## src/rtl/cmp_arbiter.sv

```systemverilog
// Round-robin arbiter sharing one 32-bit comparator among NREQ requesters.
// Operands and results are registered on either side of the comparator, giving a two-cycle response.
module cmp_arbiter #(
    parameter int NREQ = 4,
    localparam int IDW = (NREQ > 2) ? $clog2(NREQ) : 1
) (
    input  logic                 clk,
    input  logic                 reset,
    input  logic                 stall,
    input  logic                 flush,
    input  logic [NREQ-1:0]      req_valid,
    output logic [NREQ-1:0]      req_ready,
    input  logic [32*NREQ-1:0]   req_a,
    input  logic [32*NREQ-1:0]   req_b,
    input  logic [NREQ-1:0]      req_sig,
    output logic [NREQ-1:0]      resp_valid,
    output logic [IDW-1:0]       resp_id,
    output logic                 resp_eq,
    output logic                 resp_lt,
    output logic                 resp_gt
);

    logic [IDW-1:0]  ptr_q, ptr_d;
    logic            s1_valid_q, s1_valid_d;
    logic [31:0]     s1_a_q, s1_a_d;
    logic [31:0]     s1_b_q, s1_b_d;
    logic            s1_sig_q, s1_sig_d;
    logic [IDW-1:0]  s1_id_q, s1_id_d;
    logic [NREQ-1:0] resp_valid_q, resp_valid_d;
    logic [IDW-1:0]  resp_id_q, resp_id_d;
    logic            resp_eq_q, resp_eq_d;
    logic            resp_lt_q, resp_lt_d;
    logic            resp_gt_q, resp_gt_d;

    logic [31:0]     a_arr [NREQ];
    logic [31:0]     b_arr [NREQ];
    logic            found;
    logic            grant;
    logic [IDW-1:0]  winner;
    logic [IDW-1:0]  scan_idx;
    logic            cmp_eq, cmp_lt, cmp_gt;

    always_comb begin
        for (int i = 0; i < NREQ; i++) begin
            a_arr[i] = req_a[32*i +: 32];
            b_arr[i] = req_b[32*i +: 32];
        end
    end

    // Scan starts at ptr so the most recently served requester is considered last.
    always_comb begin
        found    = 1'b0;
        winner   = '0;
        scan_idx = '0;
        for (int k = 0; k < NREQ; k++) begin
            scan_idx = IDW'((int'(ptr_q) + k) % NREQ);
            if (!found && req_valid[scan_idx]) begin
                found  = 1'b1;
                winner = scan_idx;
            end
        end
    end

    assign grant     = found && !stall && !reset;
    assign req_ready = grant ? (NREQ'(1) << winner) : '0;

    assign cmp_eq = (s1_a_q == s1_b_q);
    assign cmp_lt = s1_sig_q ? ($signed(s1_a_q) < $signed(s1_b_q)) : (s1_a_q < s1_b_q);
    assign cmp_gt = !cmp_eq && !cmp_lt;

    always_comb begin
        ptr_d        = ptr_q;
        s1_valid_d   = s1_valid_q;
        s1_a_d       = s1_a_q;
        s1_b_d       = s1_b_q;
        s1_sig_d     = s1_sig_q;
        s1_id_d      = s1_id_q;
        resp_valid_d = resp_valid_q;
        resp_id_d    = resp_id_q;
        resp_eq_d    = resp_eq_q;
        resp_lt_d    = resp_lt_q;
        resp_gt_d    = resp_gt_q;

        if (grant) begin
            ptr_d    = (int'(winner) == NREQ - 1) ? '0 : winner + 1'b1;
            s1_a_d   = a_arr[winner];
            s1_b_d   = b_arr[winner];
            s1_sig_d = req_sig[winner];
            s1_id_d  = winner;
        end

        // A flushed op still advances ptr above; only its valid bits are dropped.
        if (flush) begin
            s1_valid_d   = 1'b0;
            resp_valid_d = '0;
        end else if (!stall) begin
            s1_valid_d   = grant;
            resp_valid_d = s1_valid_q ? (NREQ'(1) << s1_id_q) : '0;
            if (s1_valid_q) begin
                resp_id_d = s1_id_q;
                resp_eq_d = cmp_eq;
                resp_lt_d = cmp_lt;
                resp_gt_d = cmp_gt;
            end
        end
    end

    always_ff @(posedge clk or posedge reset) begin
        if (reset) begin
            ptr_q        <= '0;
            s1_valid_q   <= 1'b0;
            s1_a_q       <= '0;
            s1_b_q       <= '0;
            s1_sig_q     <= 1'b0;
            s1_id_q      <= '0;
            resp_valid_q <= '0;
            resp_id_q    <= '0;
            resp_eq_q    <= 1'b0;
            resp_lt_q    <= 1'b0;
            resp_gt_q    <= 1'b0;
        end else begin
            ptr_q        <= ptr_d;
            s1_valid_q   <= s1_valid_d;
            s1_a_q       <= s1_a_d;
            s1_b_q       <= s1_b_d;
            s1_sig_q     <= s1_sig_d;
            s1_id_q      <= s1_id_d;
            resp_valid_q <= resp_valid_d;
            resp_id_q    <= resp_id_d;
            resp_eq_q    <= resp_eq_d;
            resp_lt_q    <= resp_lt_d;
            resp_gt_q    <= resp_gt_d;
        end
    end

    // A held result stays in resp_valid_q and reappears once stall drops.
    assign resp_valid = stall ? '0 : resp_valid_q;
    assign resp_id    = resp_id_q;
    assign resp_eq    = resp_eq_q;
    assign resp_lt    = resp_lt_q;
    assign resp_gt    = resp_gt_q;

endmodule
```

## config.mk

```make
export PLATFORM = sky130hd
export DESIGN_NAME = cmp_arbiter
export DESIGN_NICKNAME = d
export VERILOG_FILES = /design/src/rtl/cmp_arbiter.sv
export SDC_FILE = /design/constraint.sdc
export NUM_CORES = 1
export LEC_CHECK = 0
export BUFFER_PORTS_ARGS = -buffer_cell sky130_fd_sc_hd__buf_2
export CAP_MARGIN = 40
export CORE_ASPECT_RATIO = 2
export CORE_MARGIN = 1.5
export CORE_UTILIZATION = 50
export CTS_CLUSTER_SIZE = 40
export DETAILED_ROUTE_END_ITERATION = 12
export MAX_ROUTING_LAYER = met4
export PLACE_DENSITY = 0.91
export SYNTH_ARGS = -nofsm -noshare
export SYNTH_HDL_FRONTEND = slang
export SYNTH_SLANG_ARGS = --single-unit
export TNS_END_PERCENT = 10
```

## constraint.sdc

```tcl
create_clock -name clk -period 3.77 [get_ports clk]
set_clock_uncertainty 0.15 [all_clocks]
set_input_delay 0.377 -clock clk [delete_from_list [all_inputs] [get_ports clk]]
set_output_delay 0.377 -clock clk [all_outputs]
set_load 0.1 [all_outputs]
```

Yosys cells after proc, flatten, opt, wreduce, memory -nomap -nowiden
Index checks and enable logic that the tools add are counted.

Add/subtract/negate cells: 4. Magnitude comparators: 8. Equality and inequality tests: 3. Shifts and indexed selects: 2. Multiplexer cells: 33. Bitwise gates (word level): 3. Reductions and logical operators: 14.

Operators with widths (count): binary-select mux 32 bit (select 2 bit) (2); 2-to-1 mux 32 bit (4); less-than comparator 32 bit (2); equality test 32 bit (1); 2-to-1 mux 4 bit (5); less-than comparator 2 x 3 -> 1 bit, second input constant (5); 2-to-1 mux 1 bit (12); binary-select mux 1 bit (select 2 bit) (5); 2-to-1 mux 2 bit (5); << shifter 1 x 2 -> 4 bit, first input constant (2); zero test 1 bit (7); logical AND 1 bit (6); adder 2 x 1 -> 2 bit, second input constant (2); adder 2 bit, second input constant (2); greater-or-equal comparator 3 bit, second input constant (1); NOT 2 -> 3 bit (1); AND reduction 3 bit (1); equality test 2 x 1 -> 1 bit, second input constant (1); inequality test 2 x 1 -> 1 bit, second input constant (1); NOT 1 bit (2).

Register bits: 79.

Depth between registers and ports, before layout
Depth in word-level cells: 16. Depth in mapped cells: 10. Mapped depth without buffers: 8.

Worst setup path before layout
OpenSTA, ideal clock, no wires.

Kind: register -> output. Start point: reg ptr_q[1]. End point: out req_ready[3]. Arrival: 2.189 ns. Required time: 3.243 ns. Path slack: 1.054 ns. Cell stages (with the launch flop): 9. Buffers on the path: 3. Cell sequence: dfrtp_1 a21oi_1 o21a_1 o22a_1 buf_2 buf_2 buf_2 ha_1 and2_1.

Elaborated cells on any way between the ends: 29. Those cells by class: add/sub (3); shift (1); mux (17); reduce/logical (8).

RTL lines: from (decl) (RTL line 23) `logic [IDW-1:0] ptr_q, ptr_d;`; from (signal assigned) (RTL line 122) `ptr_q <= ptr_d;`; parallel branches: the longest is 11 deep, another holds adder 2 x 1 -> 2 bit; 2-to-1 mux 2 bit (*) (RTL line 57) `if (!found && req_valid[scan_idx]) begin`; via winner[1] (RTL line 39) `logic [IDW-1:0] winner;`; << shifter 1 x 2 -> 4 bit (*) (RTL line 65) `assign req_ready = grant ? (NREQ'(1) << winner) : '0;`; 2-to-1 mux 4 bit (*) (RTL line 65); to (decl) (RTL line 12) `output logic [NREQ-1:0] req_ready,`.

Mark *: on every way through the listed nets, which the timed path passes. The select of a mux whose other input is x is not followed.

Worst setup path after layout
Start point: reg ptr_q[1]. End point: out req_ready[0].

Word-level cells in the longest chain between the ends: 15. Elaborated cells on any way between the ends: 29. Those cells by class: add/sub (3); shift (1); mux (17); reduce/logical (8).

Ends and longest elaborated chain (RTL line): parallel branches: the longest is 14 deep, another holds adder 2 x 1 -> 2 bit; 2-to-1 mux 4 bit (*) (65).

Mark *: on every way between the ends. The select of a mux whose other input is x is not followed.

==> impl_metrics.py <==
metrics = {
    "timing": {
        "fmax_mhz": 302.2,
        "rsz0062_at_grt": "false",
        "relSlewSlack_pct": 49.54,
        "tns_ns": 0,
        "min_period_ns": 3.309,
        "hold_violations": 0,
        "slew_viol_final": 0,
        "worstMarginPinSlew_ns": 0.7569,
        "finalSetupViolCount": 0,
        "period_share_pct": 87.77,
    },
    "detailed_routing": {
        "vias": 6700,
        "wl_met3_um": 745,
        "wl_per_cell_um": 14.91,
        "route.met2.wl_mm": 9.725,
        "drt-total-wl_mm": 18.46,
        "postRouteAntennaNets": 0,
        "dr.pass1.iters": 7,
        "wl_met1_mm": 7.211,
        "drtIter0Drc": 320,
        "viasPerCell": 5.412,
        "drc": 0,
        "top_layer": "met4",
    },
    "layout": {
        "post-route-util_pct": 64.58,
        "final_common_cell": "nand2_1",
        "fin_cells": 1238,
        "drive_gt1_share_pct": 34.50,
        "nets": 1386,
        "layout_common_cells": "349 x nand2_1, 280 x buf_2, 130 x and3_1",
        "syn_to_final_growth_pct": 27.16,
    },
    "logic_synthesis": {
        "synth-edff-count": 0,
        "ys_ff_latch": 79,
        "avgSynthCellArea_um2": 7.537,
        "ys_top_cells_by_area": "dfrtp_1 31%, nand2_1 21%, and3_1 13%",
        "synth_largest_area_cell": "dfrtp_1",
        "yosysTopAreaCellShare_pct": 31.19,
        "yosysWarnings": 0,
        "synth_cell_types": 39,
        "synth_cells": 841,
        "synth-seq-area-share_pct": 31.19,
        "postSynth.asyncResetShare_pct": 100.0,
        "syn_area_um2": 6339,
        "syn_nets": 1145,
        "synth_flop_cell": "dfrtp_1",
    },
    "place": {
        "gp_congestion": 0.8426,
        "port_buffers": 280,
        "post-dp-hpwl_mm": 14.23,
        "place_inst": 1220,
    },
    "run": {
        "maxCapViolCount": 0,
    },
    "floorplan": {
        "core_um2": 12480,
        "num_io_pins": 281,
        "die_h_um": 162.2,
        "fp-row-count": 58,
        "initial_core_util_pct": 50.78,
        "die-area_um2": 13400,
        "die_x_um": 82.62,
    },
    "global_routing": {
        "antenna_found_initial": 1,
        "grt_overflow_total": 0,
        "grt_max_degree": 82,
        "grt_pass1_wl_mm": 29.46,
        "grt_usage_pct": 29.56,
        "grt_pass1_vias": 6517,
    },
    "clocking": {
        "htree_levels": 3,
        "post_cts_buffers": 0,
        "cts_root_buffer": "clkbuf_16",
        "postCtsHoldBufs": 1,
        "cts_resized": 0,
        "max-clock-path-buffers": 2,
        "cts_buffers": 9,
        "tritoncts": "built",
        "insertion_delay_ns": 0.34,
        "clk_pin_slew_worst_paths_ns": 0.06,
        "cts.sinks": 79,
    },
    "power": {
        "ir_drop_mv": 0.4322,
        "p_leak_uw": 0.004526,
        "finalPower_uw": 4758,
        "p_per_area_nw_per_um2": 590.3,
    },
    "worst_hold_path": {
        "hold_depth": 2,
        "hold_class": "input pin to flip-flop",
        "worstHoldStart": "flush",
        "worstHoldEndpoint": "s1_valid_q$_DFFE_PP0P_",
    },
    "setup_path": {
        "startpoint_type": "flip-flop",
        "worstReg2RegStart": "ptr_q[1]$_DFFE_PP0P_",
        "r2r_slack_ns": 0.85,
        "critPathKind": "flip-flop to primary output",
        "cp.arrival_ns": 2.78,
        "end_kind": "primary output",
        "worstRegToRegCells": 8,
        "cp_max_fo": 53,
        "regToRegEndpoint": "s1_sig_q$_DFFE_PP0P_",
        "worstPathRequired_ns": 3.24,
    },
    "run_status": {
        "status": "finished, final reports clean",
    },
}
## per-stage QoR
stage	cell area [µm²]	hold WS [ns]	setup WS, ns
finish	8060	0.1379	0.4610
floorplan	6339	0.2901	1.054
CTS	8058	0.1255	0.4535
global route	8060	0.1353	0.2642
detailed placement	7724	0.3247	0.8130
global placement	7724	0.3102	0.8627
## state kept, by name, indices dropped and copies added (netlist names)
signal / cells
s1_a_q: 32
s1_b_q: 32
resp_valid_q: 4
ptr_q: 2
resp_id: 2
s1_id_q: 2
resp_eq: 1
resp_gt: 1
resp_lt: 1
s1_sig_q: 1
s1_valid_q: 1
## report_power, final
group / switching (µW) / internal [µW]
Sequential: 204 / 1130
Clock: 336 / 598
Combinational: 1520 / 975
Total: 2060 / 2700
## logic make-up (layout without fill, tap and decap cells)
| logic type | count (synthesis) | count (layout) | share of synthesized area, % |
|---|---|---|---|
| fa+ha+maj | 36 | 36 | 7.106 |
| buf+inv | 98 | 344 | 7.303 |
| simple gates | 522 | 522 | 37.45 |
| compound gates | 105 | 105 | 16.80 |
| other cells | 0 | 1 | 0 |
| mux | 1 | 1 | 0.1579 |
| flops | 79 | 79 | 31.19 |
## cells in the mapped netlist (2+ instances only)
| library cell | instances |
|---|---|
| nor4_1 | 3 |
| buf_2 | 21 |
| nand3_1 | 4 |
| a22oi_1 | 2 |
| nand2_1 | 349 |
| nor2_1 | 9 |
| inv_1 | 37 |
| nand4_1 | 7 |
| and2_1 | 5 |
| o31ai_2 | 65 |
| a32oi_1 | 2 |
| clkbuf_1 | 29 |
| ha_1 | 36 |
| dfrtp_1 | 79 |
| a21oi_1 | 16 |
| nor2b_1 | 7 |
| or3_1 | 2 |
| buf_6 | 9 |
| o22a_1 | 2 |
| o21ai_0 | 8 |
| and3_1 | 130 |
| o21a_1 | 2 |
## cell type report
type	count	area (µm²)
Inverter	38	146.4
Clock inverter	5	81.33
Multi-Input combinational cell	664	3919
Clock buffer	11	242.7
Antenna cell	1	2.502
Fill cell	1097	4422
Tap cell	150	187.7
Sequential cell	79	1977
Timing Repair Buffer	290	1504
## critical path, stage by stage (launching register included)
cell and delay [ns]:
dfrtp_1 0.47, a21oi_1 0.12, o21a_1 0.18, o22a_4 0.40, inv_4 0.47, ha_1 0.23
and2_1 0.11, buf_2 0.42
## how the worst max path moves through the flow
stage	startpoint	endpoint	slack [ns]
6_report	ptr_q[1]$_DFFE_PP0P_	req_ready[0]	0.46
5_1_grt	ptr_q[1]$_DFFE_PP0P_	req_ready[0]	0.26
4_1_cts	ptr_q[1]$_DFFE_PP0P_	req_ready[0]	0.45
3_5_place_dp	req_valid[0]	req_ready[0]	0.81
3_3_place_gp	req_valid[0]	req_ready[1]	0.86
2_1_floorplan	ptr_q[1]$_DFFE_PP0P_	req_ready[3]	1.05
## per-layer routing
metal | up-vias | global-route usage [%]
met1 | 3089 | 33.24
met4 | 0 | 13.86
li1 | 3314 | -
met5 | - | -
met2 | 238 | 49.70
met3 | 59 | 4.831
Power figures use the tool's default switching activity.
